### src/rtl/vgachargen_map_arbiter.sv
// Map RAM arbiter: display fetch has absolute priority with fixed latency,
// bus side gets a 1-entry posted write buffer and single-outstanding reads.
module vgachargen_map_arbiter #(
  parameter int H_WIDTH    = 7,
  parameter int V_WIDTH    = 5,
  parameter int ADDR_WIDTH = H_WIDTH + V_WIDTH,
  parameter int DATA_WIDTH = 8,
  parameter int H_CELLS    = 80,
  parameter int V_CELLS    = 30
) (
  input  logic                  clk_i,
  input  logic                  rst_ni,
  input  logic                  disp_req_i,
  input  logic [ADDR_WIDTH-1:0] disp_addr_i,
  output logic                  disp_rvalid_o,
  output logic [DATA_WIDTH-1:0] disp_rdata_o,
  input  logic                  bus_req_i,
  input  logic                  bus_we_i,
  input  logic [ADDR_WIDTH-1:0] bus_addr_i,
  input  logic [DATA_WIDTH-1:0] bus_wdata_i,
  output logic                  bus_gnt_o,
  output logic                  bus_rvalid_o,
  output logic [DATA_WIDTH-1:0] bus_rdata_o,
  output logic                  bus_err_o,
  output logic                  mem_en_o,
  output logic                  mem_we_o,
  output logic [ADDR_WIDTH-1:0] mem_addr_o,
  output logic [DATA_WIDTH-1:0] mem_wdata_o,
  input  logic [DATA_WIDTH-1:0] mem_rdata_i
);

  localparam logic [H_WIDTH:0] H_LIM = (H_WIDTH+1)'(H_CELLS);
  localparam logic [V_WIDTH:0] V_LIM = (V_WIDTH+1)'(V_CELLS);

  logic                  wbuf_valid;
  logic [ADDR_WIDTH-1:0] wbuf_addr;
  logic [DATA_WIDTH-1:0] wbuf_data;
  logic                  disp_d1;
  logic                  disp_d2;
  logic                  rd_p1;
  logic                  rd_p2;
  logic                  rd_e1;
  logic                  rd_e2;
  logic                  rd_pending;

  logic [H_WIDTH-1:0]    col;
  logic [V_WIDTH-1:0]    row;
  logic                  oor;
  logic                  acc;
  logic                  wr_acc;
  logic                  rd_acc;
  logic                  drain;

  logic                  nxt_en;
  logic                  nxt_we;
  logic [ADDR_WIDTH-1:0] nxt_addr;

  assign col = bus_addr_i[H_WIDTH-1:0];
  assign row = bus_addr_i[ADDR_WIDTH-1:H_WIDTH];
  assign oor = ({1'b0, col} >= H_LIM) || ({1'b0, row} >= V_LIM);

  assign rd_pending = rd_p1 | rd_p2;

  // Reads also wait for the buffer so they always observe posted writes.
  assign bus_gnt_o = bus_we_i
                   ? (!wbuf_valid || !disp_req_i)
                   : (!disp_req_i && !wbuf_valid && !rd_pending);

  assign acc    = bus_req_i && bus_gnt_o;
  assign wr_acc = acc && bus_we_i && !oor;
  assign rd_acc = acc && !bus_we_i && !oor;
  assign drain  = wbuf_valid && !disp_req_i;

  always_comb begin
    nxt_en   = 1'b0;
    nxt_we   = 1'b0;
    nxt_addr = mem_addr_o;
    unique case (1'b1)
      disp_req_i: begin
        nxt_en   = 1'b1;
        nxt_addr = disp_addr_i;
      end
      drain: begin
        nxt_en   = 1'b1;
        nxt_we   = 1'b1;
        nxt_addr = wbuf_addr;
      end
      rd_acc: begin
        nxt_en   = 1'b1;
        nxt_addr = bus_addr_i;
      end
      default: ;
    endcase
  end

  always_ff @(posedge clk_i) begin
    if (!rst_ni) begin
      mem_en_o      <= 1'b0;
      mem_we_o      <= 1'b0;
      mem_addr_o    <= '0;
      mem_wdata_o   <= '0;
      wbuf_valid    <= 1'b0;
      wbuf_addr     <= '0;
      wbuf_data     <= '0;
      disp_d1       <= 1'b0;
      disp_d2       <= 1'b0;
      disp_rvalid_o <= 1'b0;
      disp_rdata_o  <= '0;
      rd_p1         <= 1'b0;
      rd_p2         <= 1'b0;
      rd_e1         <= 1'b0;
      rd_e2         <= 1'b0;
      bus_rvalid_o  <= 1'b0;
      bus_rdata_o   <= '0;
      bus_err_o     <= 1'b0;
    end else begin
      mem_en_o   <= nxt_en;
      mem_we_o   <= nxt_we;
      mem_addr_o <= nxt_addr;
      if (nxt_we) begin
        mem_wdata_o <= wbuf_data;
      end

      if (wr_acc) begin
        wbuf_valid <= 1'b1;
        wbuf_addr  <= bus_addr_i;
        wbuf_data  <= bus_wdata_i;
      end else if (drain) begin
        wbuf_valid <= 1'b0;
      end

      disp_d1       <= disp_req_i;
      disp_d2       <= disp_d1;
      disp_rvalid_o <= disp_d2;
      if (disp_d2) begin
        disp_rdata_o <= mem_rdata_i;
      end

      // Out-of-range reads keep the same timing but return zero.
      rd_p1        <= acc && !bus_we_i;
      rd_e1        <= acc && !bus_we_i && oor;
      rd_p2        <= rd_p1;
      rd_e2        <= rd_e1;
      bus_rvalid_o <= rd_p2;
      if (rd_p2) begin
        bus_rdata_o <= rd_e2 ? '0 : mem_rdata_i;
      end

      bus_err_o <= acc && oor;
    end
  end

endmodule
### config.mk
export PLATFORM = sky130hd
export DESIGN_NAME = vgachargen_map_arbiter
export DESIGN_NICKNAME = d
export VERILOG_FILES = /design/src/rtl/vgachargen_map_arbiter.sv
export SDC_FILE = /design/constraint.sdc
export NUM_CORES = 1
export LEC_CHECK = 0
export BUFFER_PORTS_ARGS = -buffer_cell sky130_fd_sc_hd__buf_2
export CAP_MARGIN = 20
export CORE_MARGIN = 2
export CORE_UTILIZATION = 54
export CTS_CLUSTER_SIZE = 30
export DETAILED_ROUTE_END_ITERATION = 16
export PLACE_DENSITY = 0.92
export SLEW_MARGIN = 20
export SYNTH_ARGS = -nofsm -noshare
export SYNTH_HDL_FRONTEND = slang
export SYNTH_SLANG_ARGS = --single-unit
### constraint.sdc
create_clock -name clk_i -period 3.4 [get_ports clk_i]
set_input_delay 0.68 -clock clk_i [delete_from_list [all_inputs] [get_ports clk_i]]
set_output_delay 0.68 -clock clk_i [all_outputs]
set_load 0.05 [all_outputs]
# == After elaboration in Yosys (flattened, before gate mapping) ==
# Index checks and enable logic that the tools add are counted.
# totals
ff_bits,68
input_bits,45
out_inout_bits,42
elab_cells,48
# classes
order_cmp,2
mux,7
n_bitwise,1
n_reduce_logical,20
# ops
operator,n
case mux 12 bit (3 select lines),1
logical AND 1 bit,10
two-way mux 8 bit,1
">= comparator 7 bit, second input constant",1
">= comparator 5 bit, second input constant",1
logical NOT 1 bit,5
two-way mux 1 bit,5
nonzero test 3 bit,1
OR reduction 3 bit,1
logical OR 1 bit,2
nonzero test 2 bit,1
OR 1 bit,1

# == Logic depth before layout (Yosys ltp) ==
# depth
word_depth,9
ltp_mapped,6
mapped_depth_nobuf,4

# == Worst setup path before layout ==
# OpenSTA, ideal clock, no wires.
# synth_timing
kind,input to output
startpoint,input port disp_req_i
endpoint,output port bus_gnt_o
arrival_time_ps,1872
required_time_ps,2720
slack_ps,848
path_stages,4
path_buffers,1
path_cell_list,clkbuf_1 nor3_1 nor2_1 o22ai_1
# synth_between
elab_chain_len,4
elab_cells_between_ends,5
cone_classes,mux (1); reduce/logical (4)
# synth_lines
item,line_no,rtl
from (decl),13,"input logic disp_req_i,"
logical NOT 1 bit *,"66, 67",
logical AND 1 bit (2 in series),67,: (!disp_req_i && !wbuf_valid && !rd_pending);
two-way mux 1 bit *,66,? (!wbuf_valid || !disp_req_i)
to (decl),21,"output logic bus_gnt_o,"
# Every way passes the cells marked *; elsewhere a longest branch is shown, timed or not.

# == Final worst setup path ==
# layout_timing
startpoint,register rd_p2
endpoint,register mem_addr_o[5]
# layout_between
elab_chain_len,8
elab_cells_between_ends,9
cone_classes,mux (2); bitwise (1); reduce/logical (6)
# layout_lines
item,line_no,rtl
from (decl),41,logic rd_p2;
from (signal assigned),142,rd_p2 <= rd_p1;
OR 1 bit *,62,assign rd_pending = rd_p1 | rd_p2;
logical NOT 1 bit *,67,
logical AND 1 bit *,67,
two-way mux 1 bit *,66,
logical AND 1 bit *,69,assign acc = bus_req_i && bus_gnt_o;
logical AND 1 bit * (2 in series),71,assign rd_acc = acc && !bus_we_i && !oor;
case mux 12 bit (3 select lines) or nonzero test 3 bit (tied branches),-,
to (signal assigned),119,mem_addr_o <= nxt_addr;
to (decl),27,"output logic [ADDR_WIDTH-1:0] mem_addr_o,"
# Marks and branches as above.
# A chain may end at the register's enable or synchronous reset.

==> flow_summary.json <==
{
  "grt_pass1_wl_um": 9210,
  "cts_hold_buf": 0,
  "ir_worst_vdd_uv": 335,
  "drc": 0,
  "hp-class": "reg2reg",
  "skew_ns": 0.00735,
  "vias": 2384,
  "htree_levels": 3,
  "hold_viol_final": 0,
  "intPower_mw": 1.21,
  "yosysUniqueCellTypes": 30,
  "leakage_nw": 1.59,
  "cap_violations": 0,
  "synth_edf_count": 0,
  "place_area_sq_um": 3230,
  "fp.dieW_um": 75.9,
  "min_period_ns": 2.39,
  "synth_warnings": 0,
  "clockBufferDepth": 2,
  "crit_type": "reg2reg",
  "status": "finished clean",
  "maxSlewHeadroom": 0.388,
  "hp-start": "rd_e1",
  "grt_max_degree": 68,
  "multi_input_area_sq_um": 1290,
  "synth_cells": 313,
  "synth_ff_type": "dfxtp_1",
  "setup_viol": 0,
  "cts_root_buf": "clkbuf_8",
  "dieArea_sq_um": 5760,
  "finalNetCount": 434,
  "yosys.area.top_type_share": 0.488,
  "slowest_delay_ns": 0.75,
  "post_drt_via_cell_ratio": 5.15,
  "first_global_vias": 2179,
  "netSwitchingFraction": 0.266,
  "synth_top_area_cell": "dfxtp_1",
  "drive_gt1_frac": 0.257,
  "synth_area_leaders": "dfxtp_1 49%, mux2i_1 10%, nor2b_1 8.5%",
  "syn_area_sq_um": 2790,
  "place_congestion": 0.893,
  "ant_nets": 0,
  "num_io_pins": 87,
  "fin_ws_ns": 1.01,
  "holdWs_ns": 0.437,
  "grt_overflow": 0,
  "hold-path-endpoint": "rd_e2",
  "place_ws_ns": 0.917,
  "layout.area.seq_sq_um": 1360,
  "rsz0062_at_grt": "no",
  "comb_power_share": 0.138,
  "final.fill_count": 400,
  "syn-num-nets": 358,
  "power_density_nw_per_um2": 484,
  "drv_slew": 0,
  "netSwitchingPower_mw": 0.438,
  "async_flop_share": 0,
  "dp_hpwl_um": 4080,
  "insertedDiodeCount": 0,
  "cts_resized": 0,
  "syn_to_final_growth_pct": 21.9,
  "endpoint_kind": "register",
  "cts_setup_buffers": 0,
  "r2r_end": "mem_addr_o[5]",
  "crit_fanout": 20,
  "total_power_mw": 1.65,
  "place.port_buffers": 86,
  "routedWlPerCell_um": 12.8,
  "r2r-start": "rd_p2",
  "cp.arrival_ns": 2.61,
  "required_ns": 3.62,
  "synth-seq-cells": 68,
  "clock-sinks": 68,
  "yosysSeqAreaShare": 0.488,
  "hold_depth": 1,
  "worst_pin_slew_ns": 0.918,
  "clock_latency_ns": 0.33,
  "fin_tns_setup_ns": 0,
  "start_util": 0.553,
  "grt_usage": 0.211,
  "regToRegSetupSlack_ns": 1.01,
  "antenna_found_initial": 0,
  "slowest_stage": "nor4b_1",
  "p_clk_frac": 0.347,
  "drtPass1Iterations": 4,
  "totalWireLength_um": 5940,
  "finalCritPeriodShare": 0.703,
  "drtIter0Drc": 95,
  "fmax_ghz": 0.419,
  "synth.avg_cell_area_sq_um": 8.91,
  "num_rows": 26,
  "path_cells": "nor4b_1 -> and4_1 -> o221ai_1 -> o311a_1",
  "fp.dieH_um": 75.9,
  "cts.reportedPaths.clkPinSlew_ns": 0.07,
  "fin_area_sq_um": 3400,
  "r2r_cells": 4,
  "numCtsBuffers": 9,
  "seqPwrFrac": 0.515,
  "start_kind": "register",
  "core-area_sq_um": 5040,
  "cts_tree": "yes"
}
registers in the layout, summed over array words and instances, names as in the netlist:
register	flops
mem_addr_o	12
wbuf_addr	12
bus_rdata_o	8
disp_rdata_o	8
mem_wdata_o	8
wbuf_data	8
bus_err_o	1
bus_rvalid_o	1
disp_d1	1
disp_d2	1
disp_rvalid_o	1
mem_en_o	1
mem_we_o	1
rd_e1	1
rd_e2	1
rd_p1	1
rd_p2	1
wbuf_valid	1
synthesized netlist by cell type (2+ instances only):
master	n
a21boi_0	10
a21oi_1	3
and2_1	16
and4_1	3
buf_2	3
clkbuf_1	16
dfxtp_1	68
inv_1	11
mux2i_1	28
nand2_1	48
nand4_1	3
nor2_1	11
nor2b_1	38
nor3_1	19
o21ai_0	10
o221ai_1	2
o22ai_1	9
o311a_1	3
power groups by stage:
stage / sequential, mW / combinational, mW / clock [mW]
after global placement: 0.863 / 0.222 / 0
after floorplan: 0.920 / 0.100 / 0
after CTS: 0.847 / 0.227 / 0.587
final: 0.847 / 0.227 / 0.572
after global routing: 0.850 / 0.246 / 0.618
after detailed placement: 0.864 / 0.227 / 0
area by class of cell:
cell class	instances	share of cell area
clock inverters	2	0.00294
well taps	70	0.0257
flip-flops and latches	68	0.400
repair buffers	87	0.132
clock buffers	13	0.0467
multi-input cells	212	0.380
inverters	11	0.0121
critical path: cells and delay by family (launching register included):
kind	cells	cell delay, ns
flops	1	0.50
compound gates	2	0.36
simple gates	2	1.41
placed cells by master, fill, tap and decap left out:
cell type and count:
o22ai_1 9, mux2i_1 28, buf_2 86, nor2_1 11, nor4b_1 1, nor2b_1 38
clkinv_2 2, or4_1 1, and3_1 1, nor3b_1 1, clkbuf_8 11, and4_1 3
a21boi_0 10, o211ai_1 1, nand2b_1 1, o21ai_0 10, dfxtp_1 68, o221ai_1 2
or2_2 1, nand4_1 3, or4b_1 1, nand2_1 48, nor3_1 19, nand4b_1 1
clkbuf_1 2, a21oi_1 3, o311a_1 3, and2_1 16, buf_12 1, inv_1 11
metrics by stage:
step                      utilization  std cells
after CTS                       0.675        463
after floorplan                     -        313
after global placement          0.641        448
final                           0.675        463
after global routing            0.675        463
after detailed placement        0.641        448
cell families (layout without fill, tap and decap cells):
logic type      Yosys count  in the layout  share of synthesized area
mux                      28             28                      0.100
simple gates            146            146                      0.273
buf+inv                  33            113                     0.0489
compound gates           38             38                     0.0901
flops                    68             68                      0.488
worst max-delay path by stage:
stage | from | cells past startpoint | endpoint
final | rd_p2 | 4 | mem_addr_o[5]
after global routing | rd_p2 | 4 | mem_addr_o[5]
after CTS | disp_req_i | 5 | bus_gnt_o
after detailed placement | bus_we_i | 5 | mem_addr_o[5]
after global placement | bus_we_i | 5 | mem_addr_o[6]
after floorplan | disp_req_i | 4 | bus_gnt_o
per-layer routing:
layer  track usage  wire (um)  vias to the layer above
li1              -          -                     1198
met1         0.255       2740                     1096
met2         0.352       2730                       83
met3        0.0437        389                        7
met4         0.107         80                        0
met5             0          0                        -
(Power assumes the default switching activity.)
